[config.mk]
export PLATFORM = sky130hd
export DESIGN_NAME = wb_regfile
export DESIGN_NICKNAME = d
export VERILOG_FILES = /design/src/rtl/wb_regfile.sv
export SDC_FILE = /design/constraint.sdc
export NUM_CORES = 2
export LEC_CHECK = 0
export CAP_MARGIN = 20
export CORE_MARGIN = 2
export CORE_UTILIZATION = 46
export DETAILED_ROUTE_END_ITERATION = 10
export PLACE_DENSITY = 0.61
export SLEW_MARGIN = 25
export SYNTH_ARGS = -nofsm -noshare
export SYNTH_HDL_FRONTEND = slang
export SYNTH_SLANG_ARGS = --single-unit
[constraint.sdc]
create_clock -name clk -period 5.2 [get_ports clk]
set_input_delay 1.04 -clock clk [delete_from_list [all_inputs] [get_ports clk]]
set_output_delay 1.04 -clock clk [all_outputs]
set_load 0.01 [all_outputs]
[src/rtl/wb_regfile.sv]
// Writeback-side architectural state: 2**GPR_AW x XLEN GPR file plus the
// machine-mode CSR subset, with same-cycle write-through to decode reads.
module wb_regfile #(
    parameter int XLEN   = 64,
    parameter int GPR_AW = 5,
    parameter int CSR_AW = 12
) (
    input  logic              clk,
    input  logic              rst,
    input  logic [XLEN-1:0]   wb_data_i,
    input  logic [GPR_AW-1:0] wb_rd_idx_i,
    input  logic [CSR_AW-1:0] wb_csr_addr_i,
    input  logic [XLEN-1:0]   wb_csr_data_i,
    input  logic              wb_csr_valid_i,
    input  logic [GPR_AW-1:0] rs1_idx_i,
    input  logic [GPR_AW-1:0] rs2_idx_i,
    output logic [XLEN-1:0]   rs1_data_o,
    output logic [XLEN-1:0]   rs2_data_o,
    input  logic [CSR_AW-1:0] csr_raddr_i,
    output logic [XLEN-1:0]   csr_rdata_o,
    output logic              csr_rhit_o
);

    localparam int NREG = 2 ** GPR_AW;
    localparam int NCSR = 7;

    localparam int S_MSTATUS  = 0;
    localparam int S_MIE      = 1;
    localparam int S_MTVEC    = 2;
    localparam int S_MSCRATCH = 3;
    localparam int S_MEPC     = 4;
    localparam int S_MCAUSE   = 5;
    localparam int S_MTVAL    = 6;

    localparam logic [CSR_AW-1:0] A_MSTATUS  = CSR_AW'(12'h300);
    localparam logic [CSR_AW-1:0] A_MIE      = CSR_AW'(12'h304);
    localparam logic [CSR_AW-1:0] A_MTVEC    = CSR_AW'(12'h305);
    localparam logic [CSR_AW-1:0] A_MSCRATCH = CSR_AW'(12'h340);
    localparam logic [CSR_AW-1:0] A_MEPC     = CSR_AW'(12'h341);
    localparam logic [CSR_AW-1:0] A_MCAUSE   = CSR_AW'(12'h342);
    localparam logic [CSR_AW-1:0] A_MTVAL    = CSR_AW'(12'h343);

    localparam logic [XLEN-1:0] MSTATUS_WMASK = XLEN'(64'h88);
    localparam logic [XLEN-1:0] MSTATUS_MPP   = XLEN'(64'h1800);
    localparam logic [XLEN-1:0] MTVEC_MASK    = ~XLEN'(64'h2);
    localparam logic [XLEN-1:0] MEPC_MASK     = ~XLEN'(64'h3);

    logic [XLEN-1:0] gpr [NREG];
    logic [XLEN-1:0] csr_q [NCSR];

    logic [NCSR-1:0] wsel;
    logic [NCSR-1:0] rsel;
    logic [XLEN-1:0] wlegal;
    logic            csr_byp;

    function automatic logic [NCSR-1:0] csr_dec(input logic [CSR_AW-1:0] a);
        logic [NCSR-1:0] s;
        s = '0;
        unique case (1'b1)
            (a == A_MSTATUS):  s[S_MSTATUS]  = 1'b1;
            (a == A_MIE):      s[S_MIE]      = 1'b1;
            (a == A_MTVEC):    s[S_MTVEC]    = 1'b1;
            (a == A_MSCRATCH): s[S_MSCRATCH] = 1'b1;
            (a == A_MEPC):     s[S_MEPC]     = 1'b1;
            (a == A_MCAUSE):   s[S_MCAUSE]   = 1'b1;
            (a == A_MTVAL):    s[S_MTVAL]    = 1'b1;
            default:           s = '0;
        endcase
        return s;
    endfunction

    // Value a write would read back as; MPP is hardwired to machine mode.
    function automatic logic [XLEN-1:0] csr_legal(
        input logic [NCSR-1:0] s,
        input logic [XLEN-1:0] d
    );
        logic [XLEN-1:0] r;
        r = d;
        unique case (1'b1)
            s[S_MSTATUS]: r = (d & MSTATUS_WMASK) | MSTATUS_MPP;
            s[S_MTVEC]:   r = d & MTVEC_MASK;
            s[S_MEPC]:    r = d & MEPC_MASK;
            default:      r = d;
        endcase
        return r;
    endfunction

    assign wsel   = csr_dec(wb_csr_addr_i);
    assign rsel   = csr_dec(csr_raddr_i);
    assign wlegal = csr_legal(wsel, wb_csr_data_i);

    always_ff @(posedge clk) begin
        if (rst) begin
            for (int i = 0; i < NREG; i++) gpr[i] <= '0;
        end else if (wb_rd_idx_i != '0) begin
            gpr[wb_rd_idx_i] <= wb_data_i;
        end
    end

    always_ff @(posedge clk) begin
        if (rst) begin
            for (int k = 0; k < NCSR; k++) csr_q[k] <= '0;
            csr_q[S_MSTATUS] <= MSTATUS_MPP;
        end else if (wb_csr_valid_i) begin
            for (int k = 0; k < NCSR; k++) begin
                if (wsel[k]) csr_q[k] <= wlegal;
            end
        end
    end

    always_comb begin
        rs1_data_o = '0;
        if (!rst && rs1_idx_i != '0) begin
            rs1_data_o = (rs1_idx_i == wb_rd_idx_i) ? wb_data_i
                                                    : gpr[rs1_idx_i];
        end
    end

    always_comb begin
        rs2_data_o = '0;
        if (!rst && rs2_idx_i != '0) begin
            rs2_data_o = (rs2_idx_i == wb_rd_idx_i) ? wb_data_i
                                                    : gpr[rs2_idx_i];
        end
    end

    assign csr_byp = wb_csr_valid_i && (wsel != '0) &&
                     (wb_csr_addr_i == csr_raddr_i);

    always_comb begin
        csr_rdata_o = '0;
        if (rst) begin
            csr_rdata_o = rsel[S_MSTATUS] ? MSTATUS_MPP : '0;
        end else if (csr_byp) begin
            csr_rdata_o = wlegal;
        end else begin
            for (int k = 0; k < NCSR; k++) begin
                if (rsel[k]) csr_rdata_o = csr_q[k];
            end
        end
    end

    assign csr_rhit_o = |rsel;

endmodule
==> metrics.yaml <==
placed_design:
  placed_cells: 12880
  postPlaceCellArea_mm2: 0.1415
  place_hpwl_um: 296000
  pre_cts_slack_ns: 0.07268
  portBuffers: 362
  gp_congestion: 0.8927
clocking:
  cts_tree: "done"
  numCtsBuffers: 285
  cts-root-buf: "clkbuf_16"
  ctsHtreeMaxLevel: 5
  cts_buffer_depth: 4
  cts.sinks: 2496
  path_clk_slew_ns: 0.06
  cts_hold_buf: 0
worst_setup_path:
  slowest_delay_ns: 0.64
  path_max_fanout: 10
  slowest_stage: "clkdlybuf4s50_1"
  cp.arrival_ns: 4.16
  path_buf_inv: 4
  path_cells: "clkdlybuf4s50_1 -> xor2_1 -> nor3_1 -> nand3_1 -> nor3b_2 -> buf_4 -> buf_4 -> a32o_1 -> clkdlybuf4s50_1"
  worst_setup_path_end_kind: "primary output"
  start_kind: "input port"
  crit_required_ns: 4.16
  critPathKind: "in -> out"
  cp_top_family: "buffers and inverters"
global_route:
  grt_max_degree: 97
  antenna_found_initial: 60
  grt_pass1_wl_um: 725700
  grt_overflow_total: 0
  grt_pass1_vias: 90430
  grt_use_total_pct: 36.42
logic_synthesis:
  yosysTopAreaCell: "edfxtp_1"
  synthDistinctLibCells: 62
  synthArstFlopShare_pct: 0
  synth-seq-cells: 2496
  synthCells: 9090
  netlist_area_mm2: 0.1294
  synth_top_cell_area_share_pct: 57.91
  syn_avg_cell_area_um2: 14.24
  ys.flop_type: "edfxtp_1"
  yosysSeqAreaShare_pct: 57.91
  synthTopCellsByArea: "edfxtp_1, mux4_2, and2_1"
  synth-warning-count: 0
  synth_edf_count: 2496
timing:
  rsz0062_at_grt: "no"
  tightest_slew_ns: 1.083
  setup_viol: 1
  slew_headroom_pct: 27.78
  setup_ws_ns: -0.0009592
  whs_ns: 0.6315
  period_minus_slack_ns: 5.201
  finalMaxSlewViolations: 0
  hold_viol: 0
  fin_crit_sh_pct: 100.0
  fmax_mhz: 192.3
detailed_routing:
  final_antenna_net_count: 0
  drc: 0
  vias: 92010
  drtPass1Iterations: 6
  routed_via_density: 6.857
  initialDrtViolationCount: 16080
  wl_per_cell_um: 39.28
  wirelength_um: 527100
cells_and_area:
  drive_above_1_share_pct: 20.23
  register_area_mm2: 0.07495
  num-fill-cells: 22570
  syn_to_final_growth_pct: 16.11
  nNetsFinal: 9608
  finalInstanceArea_mm2: 0.1503
  multiInputGateArea_mm2: 0.05130
  stdcell_count: 13420
  final_common_cell: "edfxtp_1"
  mostFrequentLayoutCells: "edfxtp_1, and2_1, mux4_2"
worst_hold_path:
  hp-class: "in -> reg"
  hold_path_depth: 1
  min-delay-start: "rst"
  worstHoldEndpoint: "gpr[0][27]"
status:
  failed_checks: "setup timing"
  status: "finished with violations"
die:
  die_h_um: 534.5
  num_io_pins: 363
  rows: 194
  die_area_mm2: 0.2856
  dieWidth_um: 534.5
  core_mm2: 0.2796
  initial_core_util_pct: 46.29
run:
  maxCapViolCount: 0
power:
  power-per-cell-area_mw_per_mm2: 330.8
  power.leakage_uw: 0.05242
  total_power_uw: 49710
  peakVddDrop_mv: 0.2377
==> logic make-up (layout without fill, tap and decap cells) <==
kind of cell    count (synthesis)  in the layout  synth area share, %
simple gates                 2923           2923                12.70
flops                        2496           2496                57.91
mux                          1432           1432                19.35
compound gates               1168           1168                6.619
buf+inv                      1047           1471                3.267
xor+xnor                       23             23               0.1556
other cells                     1            181             0.002897
==> layer usage <==
metal  share of wire, %  GRT usage [%]  routed length (um)  vias up
met3                 14          9.612               71540     1830
met4                7.1          23.23               37360       22
met5              0.024              0                 125        -
met2                 45          55.77              238000     8065
met1                 34          46.08              180000    46670
li1                   -              -                   -    35430
==> worst max path at each step <==
stage	startpoint	endpoint	slack, ns	cells after the start
2_1_floorplan	wb_csr_addr_i[4]	csr_q[2][0]	1.16	6
3_3_place_gp	wb_csr_addr_i[10]	csr_rdata_o[20]	-0.37	9
3_5_place_dp	wb_rd_idx_i[0]	rs2_data_o[0]	0.07	8
4_1_cts	wb_rd_idx_i[0]	rs2_data_o[0]	0.06	8
5_1_grt	wb_rd_idx_i[2]	rs1_data_o[58]	0.004	9
6_report	wb_rd_idx_i[0]	rs2_data_o[39]	-0.001	9
==> through the flow <==
stage | setup TNS [ns] | utilization, %
5_1_grt | 0 | 53.71
4_1_cts | 0 | 53.69
6_report | -0.0009592 | 53.75
2_1_floorplan | 0 | -
3_5_place_dp | 0 | 50.61
3_3_place_gp | -7.205 | 50.59
==> area by class of cell <==
class,count,share of cell area (%)
clock buffers,359,5.029
inverters,68,0.1698
well taps,3724,3.100
clock inverters,130,0.7018
multi-input cells,5673,34.13
diodes,54,0.08991
flip-flops and latches,2496,49.87
repair buffers,914,6.906
==> flip-flops by register name, summed over array words and instances (netlist names) <==
register,flops
csr_q,448
gpr,2048
==> timing repair <==
item / in CTS / in global routing
setup endpoints to repair: 0 / 5
setup buffers: 0 / 0
resized for setup: 0 / 3
==> cell usage after synthesis, types with 10 or more instances <==
| library cell | number |
|---|---|
| o221ai_1 | 116 |
| xor2_1 | 11 |
| a22oi_1 | 163 |
| a32oi_1 | 47 |
| nand2_1 | 361 |
| buf_4 | 11 |
| clkbuf_1 | 742 |
| buf_2 | 164 |
| a32o_1 | 116 |
| and2_1 | 1991 |
| nor2_1 | 375 |
| o22ai_1 | 177 |
| a221o_1 | 28 |
| and3_1 | 13 |
| a2bb2oi_1 | 24 |
| xnor2_1 | 12 |
| a211oi_1 | 115 |
| edfxtp_1 | 2496 |
| a21oi_1 | 199 |
| buf_1 | 55 |
| a32oi_2 | 10 |
| or2_2 | 33 |
| nor2b_1 | 53 |
| nor3_1 | 15 |
| o21ai_0 | 80 |
| inv_1 | 67 |
| mux4_2 | 853 |
| mux2_2 | 34 |
| nand3_1 | 29 |
| mux2i_1 | 545 |
| o21bai_1 | 26 |
| nand2b_1 | 22 |
| a211o_1 | 31 |
==> power breakdown <==
group	internal (uW)	leakage [uW]	switching (uW)
combinational	2540	0.0244	3870
sequential	23300	0.0238	551
clock	11000	0.00421	8430
total	36900	0.0524	12900
No activity file was read; power rests on OpenSTA's default activity.
